## src/rtl/bias_loader_pkg.sv

```systemverilog
// Shared types and constants for the bias loader.
package bias_loader_pkg;

    // Project-wide two's-complement numeric width used across the datapath.
    localparam int NUM_WIDTH_DEFAULT = 16;

    // Controller states: accept config, take the burst, prime the output, serve channels.
    typedef enum logic [1:0] {
        IDLE  = 2'd0,
        LOAD  = 2'd1,
        PRIME = 2'd2,
        SERVE = 2'd3
    } bias_state_t;

endpackage

```

## src/rtl/bias_loader_if.sv

```systemverilog
// Config, upstream bias stream and channel-step signals of the bias loader.
interface bias_loader_if
    import bias_loader_pkg::*;
#(
    parameter int NUM_WIDTH = NUM_WIDTH_DEFAULT,
    parameter int DEPTH     = 8
);
    localparam int DEPTH_W = $clog2(DEPTH);

    logic                 clear;
    logic                 cfg_valid;
    logic [DEPTH_W:0]     cfg_num;
    logic                 cfg_ready;
    logic [NUM_WIDTH-1:0] up_data;
    logic                 up_valid;
    logic                 up_ready;
    logic                 next;
    logic [NUM_WIDTH-1:0] bias;
    logic                 bias_valid;

    // The bias loader itself.
    modport slave (
        input  clear, cfg_valid, cfg_num, up_data, up_valid, next,
        output cfg_ready, up_ready, bias, bias_valid
    );

    // Layer sequencer / upstream source.
    modport master (
        output clear, cfg_valid, cfg_num, up_data, up_valid, next,
        input  cfg_ready, up_ready, bias, bias_valid
    );

endinterface

```

## src/rtl/bias_loader.sv

```systemverilog
// Bias supply stage: loads a per-layer burst of bias words into a small
// register file, then presents one registered word per output channel,
// stepping on next and wrapping at the configured channel count.
module bias_loader
    import bias_loader_pkg::*;
#(
    parameter int NUM_WIDTH = NUM_WIDTH_DEFAULT,
    parameter int DEPTH     = 8
) (
    input  logic         clk,
    input  logic         rst,
    bias_loader_if.slave bus
);
    localparam int DEPTH_W = $clog2(DEPTH);
    localparam logic [DEPTH_W:0] DEPTH_CNT = (DEPTH_W + 1)'(DEPTH);

    bias_state_t          state_q, state_d;
    logic [DEPTH_W:0]     num_q, num_d;
    logic [DEPTH_W-1:0]   wr_ptr_q, wr_ptr_d;
    logic [DEPTH_W-1:0]   rd_ptr_q, rd_ptr_d;
    logic [DEPTH_W-1:0]   rd_ptr_n;
    logic [DEPTH_W:0]     last_idx;
    logic [NUM_WIDTH-1:0] bias_q, bias_d;
    logic                 bias_valid_q, bias_valid_d;
    logic                 wr_en;
    logic [NUM_WIDTH-1:0] mem [DEPTH];

    assign last_idx = num_q - 1'b1;

    // Following read index, wrapping to entry 0 after the last loaded channel.
    always_comb begin
        rd_ptr_n = ({1'b0, rd_ptr_q} == last_idx) ? '0 : rd_ptr_q + 1'b1;
    end

    // Next-state and datapath decode; clear overrides every other request.
    always_comb begin
        // NOTE: every _d starts from its _q so no branch can leave a latch behind.
        state_d      = state_q;
        num_d        = num_q;
        wr_ptr_d     = wr_ptr_q;
        rd_ptr_d     = rd_ptr_q;
        bias_d       = bias_q;
        bias_valid_d = bias_valid_q;
        wr_en        = 1'b0;

        if (bus.clear) begin
            state_d      = IDLE;
            bias_d       = '0;
            bias_valid_d = 1'b0;
        end else begin
            case (state_q)
                IDLE: begin
                    if (bus.cfg_valid && (bus.cfg_num != '0)) begin
                        num_d    = (bus.cfg_num > DEPTH_CNT) ? DEPTH_CNT : bus.cfg_num;
                        wr_ptr_d = '0;
                        state_d  = LOAD;
                    end
                end
                LOAD: begin
                    if (bus.up_valid) begin
                        wr_en    = 1'b1;
                        wr_ptr_d = wr_ptr_q + 1'b1;
                        if ({1'b0, wr_ptr_q} == last_idx) begin
                            state_d = PRIME;
                        end
                    end
                end
                PRIME: begin
                    bias_d       = mem[0];
                    rd_ptr_d     = '0;
                    bias_valid_d = 1'b1;
                    state_d      = SERVE;
                end
                SERVE: begin
                    if (bus.next) begin
                        rd_ptr_d = rd_ptr_n;
                        bias_d   = mem[rd_ptr_n];
                    end
                end
                default: state_d = IDLE;
            endcase
        end
    end

    // Control and output registers.
    always_ff @(posedge clk or posedge rst) begin
        // NOTE: flops use non-blocking assignments so each samples pre-edge values.
        if (rst) begin
            state_q      <= IDLE;
            num_q        <= '0;
            wr_ptr_q     <= '0;
            rd_ptr_q     <= '0;
            bias_q       <= '0;
            bias_valid_q <= 1'b0;
        end else begin
            state_q      <= state_d;
            num_q        <= num_d;
            wr_ptr_q     <= wr_ptr_d;
            rd_ptr_q     <= rd_ptr_d;
            bias_q       <= bias_d;
            bias_valid_q <= bias_valid_d;
        end
    end

    // Bias register file write port.
    always_ff @(posedge clk) begin
        // NOTE: no reset on the array; entries are only read after a full load rewrites them.
        if (wr_en) begin
            mem[wr_ptr_q] <= bus.up_data;
        end
    end

    assign bus.cfg_ready  = (state_q == IDLE);
    assign bus.up_ready   = (state_q == LOAD);
    assign bus.bias       = bias_q;
    assign bus.bias_valid = bias_valid_q;

    // Invariants of the controller.
    a_valid_in_serve: assert property (@(posedge clk) disable iff (rst)
        bias_valid_q |-> (state_q == SERVE));
    a_ready_exclusive: assert property (@(posedge clk) disable iff (rst)
        !(bus.cfg_ready && bus.up_ready));
    a_rd_ptr_range: assert property (@(posedge clk) disable iff (rst)
        (state_q == SERVE) |-> ({1'b0, rd_ptr_q} < num_q));

endmodule

```

## src/flat_wrapper.sv

```systemverilog
// flat-port wrapper written by rule: the top's interface ports become plain ports
module bias_loader_flat import bias_loader_pkg::*;
#(
    parameter int NUM_WIDTH = NUM_WIDTH_DEFAULT,
    parameter int DEPTH     = 8
)
  (clk, rst, bus_clear, bus_cfg_valid, bus_cfg_num, bus_up_data, bus_up_valid, bus_next, bus_cfg_ready, bus_up_ready, bus_bias, bus_bias_valid);
  bias_loader_if #(.NUM_WIDTH(NUM_WIDTH), .DEPTH(DEPTH)) bus_i ();
  input  logic clk;
  input  logic rst;
  input wire logic [$bits(bus_i.clear)-1:0] bus_clear;
  input wire logic [$bits(bus_i.cfg_valid)-1:0] bus_cfg_valid;
  input wire logic [$bits(bus_i.cfg_num)-1:0] bus_cfg_num;
  input wire logic [$bits(bus_i.up_data)-1:0] bus_up_data;
  input wire logic [$bits(bus_i.up_valid)-1:0] bus_up_valid;
  input wire logic [$bits(bus_i.next)-1:0] bus_next;
  output wire logic [$bits(bus_i.cfg_ready)-1:0] bus_cfg_ready;
  output wire logic [$bits(bus_i.up_ready)-1:0] bus_up_ready;
  output wire logic [$bits(bus_i.bias)-1:0] bus_bias;
  output wire logic [$bits(bus_i.bias_valid)-1:0] bus_bias_valid;
  assign bus_i.clear = bus_clear;
  assign bus_i.cfg_valid = bus_cfg_valid;
  assign bus_i.cfg_num = bus_cfg_num;
  assign bus_i.up_data = bus_up_data;
  assign bus_i.up_valid = bus_up_valid;
  assign bus_i.next = bus_next;
  assign bus_cfg_ready = bus_i.cfg_ready;
  assign bus_up_ready = bus_i.up_ready;
  assign bus_bias = bus_i.bias;
  assign bus_bias_valid = bus_i.bias_valid;
  bias_loader #(.NUM_WIDTH(NUM_WIDTH), .DEPTH(DEPTH)) u_core (.clk(clk), .rst(rst), .bus(bus_i));
endmodule
```

## config.mk

```make
export PLATFORM = sky130hd
export DESIGN_NAME = bias_loader_flat
export DESIGN_NICKNAME = d
export VERILOG_FILES = /design/src/rtl/bias_loader_pkg.sv /design/src/rtl/bias_loader_if.sv /design/src/rtl/bias_loader.sv /design/src/flat_wrapper.sv
export SDC_FILE = /design/constraint.sdc
export NUM_CORES = 1
export LEC_CHECK = 0
export BUFFER_PORTS_ARGS = -buffer_cell sky130_fd_sc_hd__buf_2
export CAP_MARGIN = 20
export CORE_UTILIZATION = 60
export CTS_BUF_LIST = sky130_fd_sc_hd__clkbuf_16
export DETAILED_ROUTE_END_ITERATION = 10
export GPL_ROUTABILITY_DRIVEN = 1
export PLACE_DENSITY = 0.82
export SLEW_MARGIN = 30
export SYNTH_ARGS = -nofsm -noshare
export SYNTH_HDL_FRONTEND = slang
export SYNTH_SLANG_ARGS = --single-unit
```

## constraint.sdc

```tcl
create_clock -name clk -period 3.09 [get_ports clk]
set_input_delay 0.4635 -clock clk [delete_from_list [all_inputs] [get_ports clk]]
set_output_delay 0.4635 -clock clk [all_outputs]
set_load 0.05 [all_outputs]
```

# --- After elaboration in Yosys (flattened, before gate mapping) ---
# Memory sizes are Yosys's and may differ from the RTL's.
# Cells that the tools add are included.
totals:
  elab_cells: 59
  ram_bits: 128
  latch_bits: 0
  ff_bits: 29
  inputBits: 26
  romBits: 0
  output_inout_bits: 19
  memories: 1
mem_list:
  columns: ["name", "words", "word_bits", "rd", "rd_ports_with_merged_regs", "write_ports", "line_no", "text"]
  rows:
  - ["u_core.mem", 8, 16, 2, 0, 1, "bias_loader.sv:26", "logic [NUM_WIDTH-1:0] mem [DEPTH];"]
op_classes:
  n_shift: 0
  order_cmp: 1
  add_sub_neg: 3
  n_div: 0
  bitwise_logic: 1
  reduce_logical: 13
  n_eq_ne: 12
  multipliers: 0
  n_mux: 22
op_table:
  columns: ["op", "n"]
  rows:
  - ["2-to-1 mux 16 bit", 2]
  - ["case mux 16 bit (2 select lines)", 1]
  - ["2-to-1 mux 3 bit", 4]
  - ["case mux 3 bit (2 select lines)", 2]
  - ["equality test 3 x 4 -> 1 bit", 2]
  - ["2-to-1 mux 2 bit", 4]
  - ["AND reduction 4 bit", 2]
  - ["nonzero test 4 bit", 2]
  - ["2-to-1 mux 1 bit", 7]
  - ["adder 3 x 1 -> 3 bit (second input constant)", 2]
  - ["!= test 3 x 2 -> 1 bit (second input constant)", 2]
  - ["!= test 3 bit (second input constant)", 2]
  - ["case mux 2 bit (3 select lines)", 1]
  - ["AND reduction 3 bit", 2]
  - ["nonzero test 2 bit", 3]
  - ["equality test 2 bit (second input constant)", 2]
  - ["> comparator 4 bit (second input constant)", 1]
  - ["2-to-1 mux 4 bit", 1]
  - ["!= test 2 bit (second input constant)", 2]
  - ["subtractor 4 x 1 -> 4 bit (second input constant)", 1]
  - ["nonzero test 3 bit", 1]
  - ["equality test 2 x 1 -> 1 bit (second input constant)", 1]
  - ["logical NOT 2 bit", 1]
  - ["!= test 2 x 1 -> 1 bit (second input constant)", 1]
  - ["3 further kinds", 3]

# --- Depth between registers and ports, before layout ---
# Gate-level depths: netlist of the first run.
# An unclocked memory read counts as a cell.
depth:
  depth_word: 7
  depth_mapped: 10
  mapped_depth_nobuf: 7

# --- Worst setup path before layout of the first run ---
# Ideal clock, no wire load.
synth_timing:
  path_kind: "reg-to-reg"
  from: "register u_core.state_q[1]"
  to: "memory u_core.mem[0][0] in the netlist's numbering, enable pin"
  required_ns: 2.681
  arrival_ns: 2.712
  stages_incl_launch_ff: 6
  setup_time_ns: 0.409
  n_path_buf: 0
  setup_slack_ns: -0.031
  period_less_slack_ns: 3.121
  path_cell_list: "dfrtp_1 inv_1 ha_1 nand2_1 or3_1 nor3_1"
synth_between:
  elab_chain_cells: 5
synth_rtl:
  columns: ["item", "line_no", "text"]
  rows:
  - ["start: declaration", "bias_loader.sv:17", "bias_state_t state_q, state_d;"]
  - ["start signal: assignment", "bias_loader.sv:96", "state_q <= state_d;"]
  - ["equality test 2 x 1 -> 1 bit", null, null]
  - ["via bus_up_ready", "flat_wrapper.sv:18", "output wire logic [$bits(bus_i.up_ready)-1:0] bus_up_ready;"]
  - ["2-to-1 mux 1 bit", "bias_loader.sv:51", "case (state_q)"]
  - ["2-to-1 mux 1 bit", "bias_loader.sv:46", "if (bus.clear) begin"]
  - ["2-to-1 mux 1 bit", "bias_loader.sv:108", "if (wr_en) begin"]
  - ["2-to-1 mux 1 bit (implied by the code)", "bias_loader.sv:109", "mem[wr_ptr_q] <= bus.up_data;"]
  - ["end: declaration", "bias_loader.sv:26", null]
# The timed path passes the listed nets, and every way through them passes these cells.

# --- Final worst setup path of the first run ---
layout_timing:
  from: "register u_core.num_q[0]"
  to: "register u_core.bias_q[13], in the netlist u_core.bus.bias[13]"
layout_between:
  elab_chain_cells: 7
layout_rtl:
  columns: ["item", "line_no", "text"]
  rows:
  - ["start: declaration", "bias_loader.sv:18", "logic [DEPTH_W:0] num_q, num_d;"]
  - ["start signal: assignment", "bias_loader.sv:97", "num_q <= num_d;"]
  - ["subtractor 4 x 1 -> 4 bit", "bias_loader.sv:28", "assign last_idx = num_q - 1'b1;"]
  - ["equality test 3 x 4 -> 1 bit", "bias_loader.sv:32", "rd_ptr_n = ({1'b0, rd_ptr_q} == last_idx) ? '0 : rd_ptr_q + 1'b1;"]
  - ["2-to-1 mux 3 bit", "bias_loader.sv:32", null]
  - ["memory read (8 x 16 bit)", null, null]
  - ["2-to-1 mux 16 bit", "bias_loader.sv:75", "if (bus.next) begin"]
  - ["case mux 16 bit (2 select lines)", "bias_loader.sv:51", null]
  - ["2-to-1 mux 16 bit", "bias_loader.sv:46", null]
  - ["end signal: assignment", "bias_loader.sv:100", "bias_q <= bias_d;"]
  - ["end: declaration", "bias_loader.sv:23", "logic [NUM_WIDTH-1:0] bias_q, bias_d;"]
# No other way between the ends. The select of a mux whose other input is x is not followed.
# A chain may end at the register's enable or synchronous reset.

==> results of run 1 <==
per-stage QoR:
step	hold WS, ns	instances	setup slack (ns)	util, %	total power [mW]
finish	0.110	616	0.506	71.7	6.29
global route	0.142	616	0.425	71.7	6.53
detailed placement	0.486	584	0.637	65.9	4.11
floorplan	0.470	401	0.151	-	3.77
global placement	0.477	584	0.691	65.9	4.06
CTS	0.113	616	0.567	71.7	6.31
power by group through the flow:
stage	sequential [mW]	clock (mW)	combinational [mW]
4_1_cts	2.53	2.22	1.56
3_3_place_gp	2.56	0	1.50
6_report	2.54	2.20	1.55
5_1_grt	2.55	2.31	1.68
2_1_floorplan	2.67	0	1.10
3_5_place_dp	2.57	0	1.54
area by class of cell:
| cell class | count | area share, % |
|---|---|---|
| multi-input combinational | 211 | 25.1 |
| clock buffer | 17 | 5.48 |
| timing repair buffer | 68 | 5.31 |
| tap | 140 | 2.25 |
| inverter | 8 | 0.386 |
| sequential | 157 | 58.8 |
| clock inverter | 15 | 2.64 |
placed cells by master, fill, tap and decap left out, drive strengths merged, types with 9 or more instances in the layout:
cell type / count
edfxtp: 128
buf: 68
nor2: 33
mux4: 32
dfrtp: 29
mux2i: 25
nor3: 20
a211o: 17
clkbuf: 17
inv: 13
o21ai: 11
a22oi: 10
a21oi: 9
nand2: 9
worst max-delay path, cell delays in order, from the launching register on:
cell      delay [ns]
dfrtp_1         0.49
inv_1           0.10
ha_1            0.24
xor2_1          0.17
a211o_1         0.24
a211oi_2        0.26
nor2b_1         0.50
buf_4           0.33
a211o_1         0.18
cells in the mapped netlist (all sizes together), types with 2 or more instances:
library cell  number  area [um^2]
edfxtp           128         3840
nor2              33          124
mux4              32          721
dfrtp             29          726
mux2i             25          250
nor3              20          100
a211o             17          149
clkbuf            13         48.8
buf               12          106
o21ai             11         55.1
a22oi             10         75.1
a21oi              9         45.0
nand2              9         33.8
inv                8         30.0
ha                 7         87.6
nand2b             5         31.3
nand3b             5         37.5
xnor2              5         43.8
a22o               3         26.3
nor2b              3         18.8
mux2               2         22.5
nand3              2         10.0
o21bai             2         15.0
o31ai              2         15.0
metal layers:
metal  share of wire, %  wire length [um]  global-route usage [%]  vias to the layer above
met5                  0                 0                       0                        -
met4                4.3               631                    17.7                        0
met3                8.7              1270                    9.14                       55
met2                 50              7310                    45.0                      234
li1                   -                 -                       -                     1707
met1                 37              5350                    33.7                     2003
state kept, by name (all words and copies together) (netlist names):
register	cells
u_core.state_q	2
u_core.num_q	4
u_core.wr_ptr_q	3
u_core.bus.bias	16
u_core.mem	128
u_core.rd_ptr_q	3
u_core.bus.bias_valid	1
final timing paths:
path / start / to / slack, ns
max: u_core.num_q[0] / u_core.bus.bias[13] / 0.51
min: rst / u_core.bus.bias[12] / 0.11
max reg2reg: u_core.num_q[0] / u_core.bus.bias[13] / 0.51
min reg2reg: u_core.bus.bias_valid / u_core.bus.bias_valid / 0.49
max in group asynchronous: rst / u_core.rd_ptr_q[2] / 2.66
min in group clk: bus_up_data[13] / u_core.mem[6][13] / 0.29
cells by family (layout without fill, tap and decap cells):
family | Yosys count | after routing | synth area share, %
simple gates | 81 | 81 | 5.79
buf+inv | 33 | 108 | 2.77
mux | 59 | 59 | 14.8
fa+ha+maj | 7 | 7 | 1.31
flops | 157 | 157 | 68.3
xor+xnor | 6 | 6 | 0.785
compound gates | 58 | 58 | 6.24
==> flow_summary.yaml, run 1 <==
placement:
  postPlaceCellArea_mm2: 0.00714
  gp_congestion: 0.829
  dpl.hpwl_mm: 8.71
  portBuffers: 44
layout:
  postLayoutCellArea_mm2: 0.00777
  drive_above_1_share_pct: 29.0
  n_antenna_cell: 0
  regArea_mm2: 0.00457
  fill_cells: 670
  multi_input_area_mm2: 0.00195
  synthToLayoutAreaGrowth_pct: 16.1
  finalNetCount: 496
sta:
  fin_crit_sh_pct: 83.6
  slew_headroom_pct: 51.4
  slew_viol_final: 0
  hold_viol_final: 0
  grt_setup_unrepaired: "false"
  fin_tns_setup_ns: 0
  fmax_mhz: 387
  finalSetupViolations: 0
  tightestPinTransition_ns: 0.727
  min_period_ns: 2.58
  finClkSkew_ns: 0.00828
pwr:
  cellPowerDensity_mw_per_mm2: 810
  p_sw_mw: 1.90
  p_seq_share_pct: 40.3
  internal-power_mw: 4.39
  swShare_pct: 30.2
  p_comb_share_pct: 24.7
  vdd_drop_max_uv: 519
  leakage_nw: 2.87
  pwr-share-clk_pct: 35.0
yosys:
  ys_async_sr_fraction_pct: 18.5
  ys_seq_area_share_pct: 68.3
  syn-cell-area_mm2: 0.00669
  syn_area_per_cell_um2: 16.7
  syn_inst: 401
  synth_seq_cells: 157
  synth-edff-count: 128
  syn-num-nets: 434
  synth_ff_type: "edfxtp_1"
  yosys_warnings: 0
  synthDistinctLibCells: 37
clocking:
  h-tree-depth: 4
  cts_hold_buf: 0
  post_cts_buffers: 0
  clock_latency_ns: 0.44
  cts_buffers: 17
  cts.sinks: 157
  ctsResizeCount: 0
  clkSlewWorstSetupHoldPaths_ns: 0.07
  cts_tree: "done"
  cts_max_path_buffers: 2
  cts_root_buf: "clkbuf_16"
route:
  viasPerCell: 6.49
  ant_nets: 0
  routed_wl_mm: 14.6
  drcViolationCount: 0
  drt_iter0_markers: 357
  wl_per_cell_um: 23.6
  firstDrtPassIters: 5
  vias: 3999
worst_setup_path:
  start_kind: "flip-flop"
  crit_arrival_ns: 2.96
  rr_worst_depth: 8
  worstSetupPathType: "reg -> reg"
  crit_path_max_fanout: 12
  worstPathRequired_ns: 3.46
  cp-end-kind: "flip-flop"
global_route:
  first_global_vias: 4135
  grt_usage_pct: 28.4
  antenna_found_initial: 0
  overflow: 0
  grt_start_max_net_pins: 36
  grt_pass1_wl_mm: 22.7
floorplanning:
  die_w_um: 108
  die_h_um: 108
  die-area_mm2: 0.0116
  core-area_mm2: 0.0108
  initial_core_util_pct: 61.7
  io_pins: 45
  num_rows: 38
job:
  drv_cap: 0
worst_hold_path:
  min_path_type: "in -> async"
run_status:
  status: "finished, final reports clean"
(Power assumes the default switching activity.)
==> inputs of run 2 (changes only) <==
- ABC_AREA: default -> 1
- clock period: 3.09 -> 2.5 ns (I/O delays scaled with it)
==> flow_summary.yaml, run 2 <==
layout:
  synthToLayoutAreaGrowth_pct: 14.4
  most-common-layout-cells: "176 x nand2_1, 134 x nand3_1, 128 x edfxtp_1"
  layout_commonest_cell: "nand2_1"
  drive_above_1_share_pct: 15.0
  regMostFlops: "u_core.mem"
  postLayoutCellArea_mm2: 0.00781
  finalNetCount: 748
  fill_cells: 713
  final_core_util_pct: 71.1
  largest_reg_flops: 128
  n_antenna_cell: 0
yosys:
  synth_ff_type: "edfxtp_1"
  yosysMostFrequentCell: "nand2_1"
  netlist.area_leader.share_pct: 56.3
  synth_seq_cells: 157
  synth_common_cells: "176 x nand2_1, 134 x nand3_1, 128 x edfxtp_1"
  synth-edff-count: 128
  ys_seq_area_share_pct: 66.9
  synth_area_leader_cell: "edfxtp_1"
  syn_area_per_cell_um2: 10.4
  synth.area.top_cells: "edfxtp_1 56%, dfrtp_1 11%, nand3_1 9.8%"
  synthDistinctLibCells: 27
  syn-num-nets: 689
  yosys_warnings: 0
  syn_inst: 656
  ys_async_sr_fraction_pct: 18.5
  syn-cell-area_mm2: 0.00683
route:
  ant_nets: 0
  viasPerCell: 5.93
  drcViolationCount: 0
  drt_iter0_markers: 592
  routed_wl_mm: 16.1
  vias: 5150
  wl_per_cell_um: 18.5
  firstDrtPassIters: 6
worst_setup_path:
  start_kind: "flip-flop"
  cpMaxStageDelayCell: "dfrtp_1"
  cp-end-kind: "flip-flop"
  worstPathRequired_ns: 2.86
  worstSetupPathType: "reg -> reg"
  crit_arrival_ns: 2.61
  crit_path_max_fanout: 32
  r2r_slack_ns: 0.24
  crit_top_cell: "nand2_1"
  slowest_delay_ns: 0.39
  path_cells: "inv_2 > ha_1 > inv_1 > nand2_1 > nand2_1 > nor2_2 > nand3_4 > nand2_2 > buf_4 > nand2_1 > nand2_1 > nand3_1 > nand3_1 > nand2_1 > nand2_1"
floorplanning:
  core-area_mm2: 0.0110
  die_h_um: 109
  die-area_mm2: 0.0118
  initial_core_util_pct: 62.2
  die_w_um: 109
  num_rows: 38
  io_pins: 45
clocking:
  cts_hold_buf: 0
  cts_buffers: 17
  ctsResizeCount: 0
  clkSlewWorstSetupHoldPaths_ns: 0.07
  post_cts_buffers: 0
  cts.sinks: 157
  h-tree-depth: 4
  cts_max_path_buffers: 2
  clock_latency_ns: 0.43
  cts_tree: "done"
  cts_root_buf: "clkbuf_16"
sta:
  fin_crit_sh_pct: 90.3
  min_period_ns: 2.26
  tightestPinTransition_ns: 0.617
  hold_viol_final: 0
  fin_tns_setup_ns: 0
  finClkSkew_ns: 0.0111
  slew_headroom_pct: 58.8
  fmax_mhz: 443
  finalSetupViolations: 0
  slew_viol_final: 0
  grt_setup_unrepaired: "false"
global_route:
  antenna_found_initial: 0
  grt_start_max_net_pins: 51
  overflow: 0
  first_global_vias: 4918
  grt_usage_pct: 29.7
  grt_pass1_wl_mm: 25.4
run_status:
  status: "finished, final reports clean"
job:
  drv_cap: 0
placement:
  gp_congestion: 0.847
  dpl.hpwl_mm: 9.68
  portBuffers: 44
  postPlaceCellArea_mm2: 0.00726
worst_hold_path:
  min_path_type: "in -> async"
pwr:
  cellPowerDensity_mw_per_mm2: 1170
  vdd_drop_max_uv: 982
  leakage_nw: 3.25
[run 2: cell count changes in the layout (fill, tap and decap cells not counted), moves of 5 or more]
cell,delta
o21ai_0,-5
mux4_2,-32
nand2b_1,-5
a211o_1,-17
nor3_1,-18
inv_1,+29
mux2i_1,-25
nand3b_1,-5
a22oi_1,-10
a21oi_1,-6
nor2_1,+51
nand3_1,+132
nand2_1,+167
[run 2: critical path, delay by kind of cell (launching register included)]
family                   cells  cell delay (ns)
adder cells (fa/ha/maj)      1             0.33
buffers and inverters        3             0.48
flip-flops                   1             0.39
AND/OR/NAND/NOR             11             0.97
[run 2: path summary, 6_finish.rpt]
| path | from | end | cells after the start |
|---|---|---|---|
| min in group clk | bus_clear | u_core.bus.bias_valid | 2 |
| max in group asynchronous | rst | u_core.bus.bias[5] | 3 |
| setup / recovery | u_core.num_q[0] | u_core.bus.bias[15] | 15 |
| hold reg to reg | u_core.bus.bias[7] | u_core.bus.bias[7] | 2 |
| setup reg to reg | u_core.num_q[0] | u_core.bus.bias[15] | 15 |
| hold / removal | rst | u_core.num_q[3] | 3 |
[run 2: routing by layer]
| metal | up-vias | global-route usage (%) | wire (um) |
|---|---|---|---|
| li1 | 2336 | - | - |
| met5 | - | 0 | 0 |
| met4 | 0 | 15.4 | 449 |
| met3 | 46 | 6.10 | 1530 |
| met2 | 299 | 47.6 | 7700 |
| met1 | 2469 | 38.5 | 6410 |
[run 2: kinds of logic after synthesis]
kind of cell | Yosys count | synth area share, %
simple gates | 401 | 24.9
flops | 157 | 66.9
buf+inv | 71 | 4.93
compound gates | 16 | 1.37
fa+ha+maj | 7 | 1.28
xor+xnor | 3 | 0.385
mux | 1 | 0.165
[run 2: layout make-up]
type | instances | area, um^2 | area share [%]
clock buffer | 17 | 425 | 5.45
sequential | 157 | 4570 | 58.5
clock inverter | 15 | 123 | 1.57
timing repair buffer | 71 | 448 | 5.73
multi-input combinational | 428 | 1920 | 24.6
inverter | 40 | 150 | 1.92
tap | 140 | 175 | 2.24
[run 2: through the flow]
step	total power [mW]	hold slack (ns)	instances	worst slack (ns)
4_1_cts	9.12	0.0340	868	0.276
3_3_place_gp	6.57	0.460	836	0.414
3_5_place_dp	6.72	0.461	836	0.301
2_1_floorplan	5.86	0.441	656	0.100
6_report	9.17	0.0266	868	0.243
5_1_grt	9.68	0.0773	868	0.0343
[run 2: power breakdown]
group | switching, mW | internal [mW]
logic | 2.47 | 1.09
registers | 0.166 | 3.06
clock network | 1.03 | 1.36
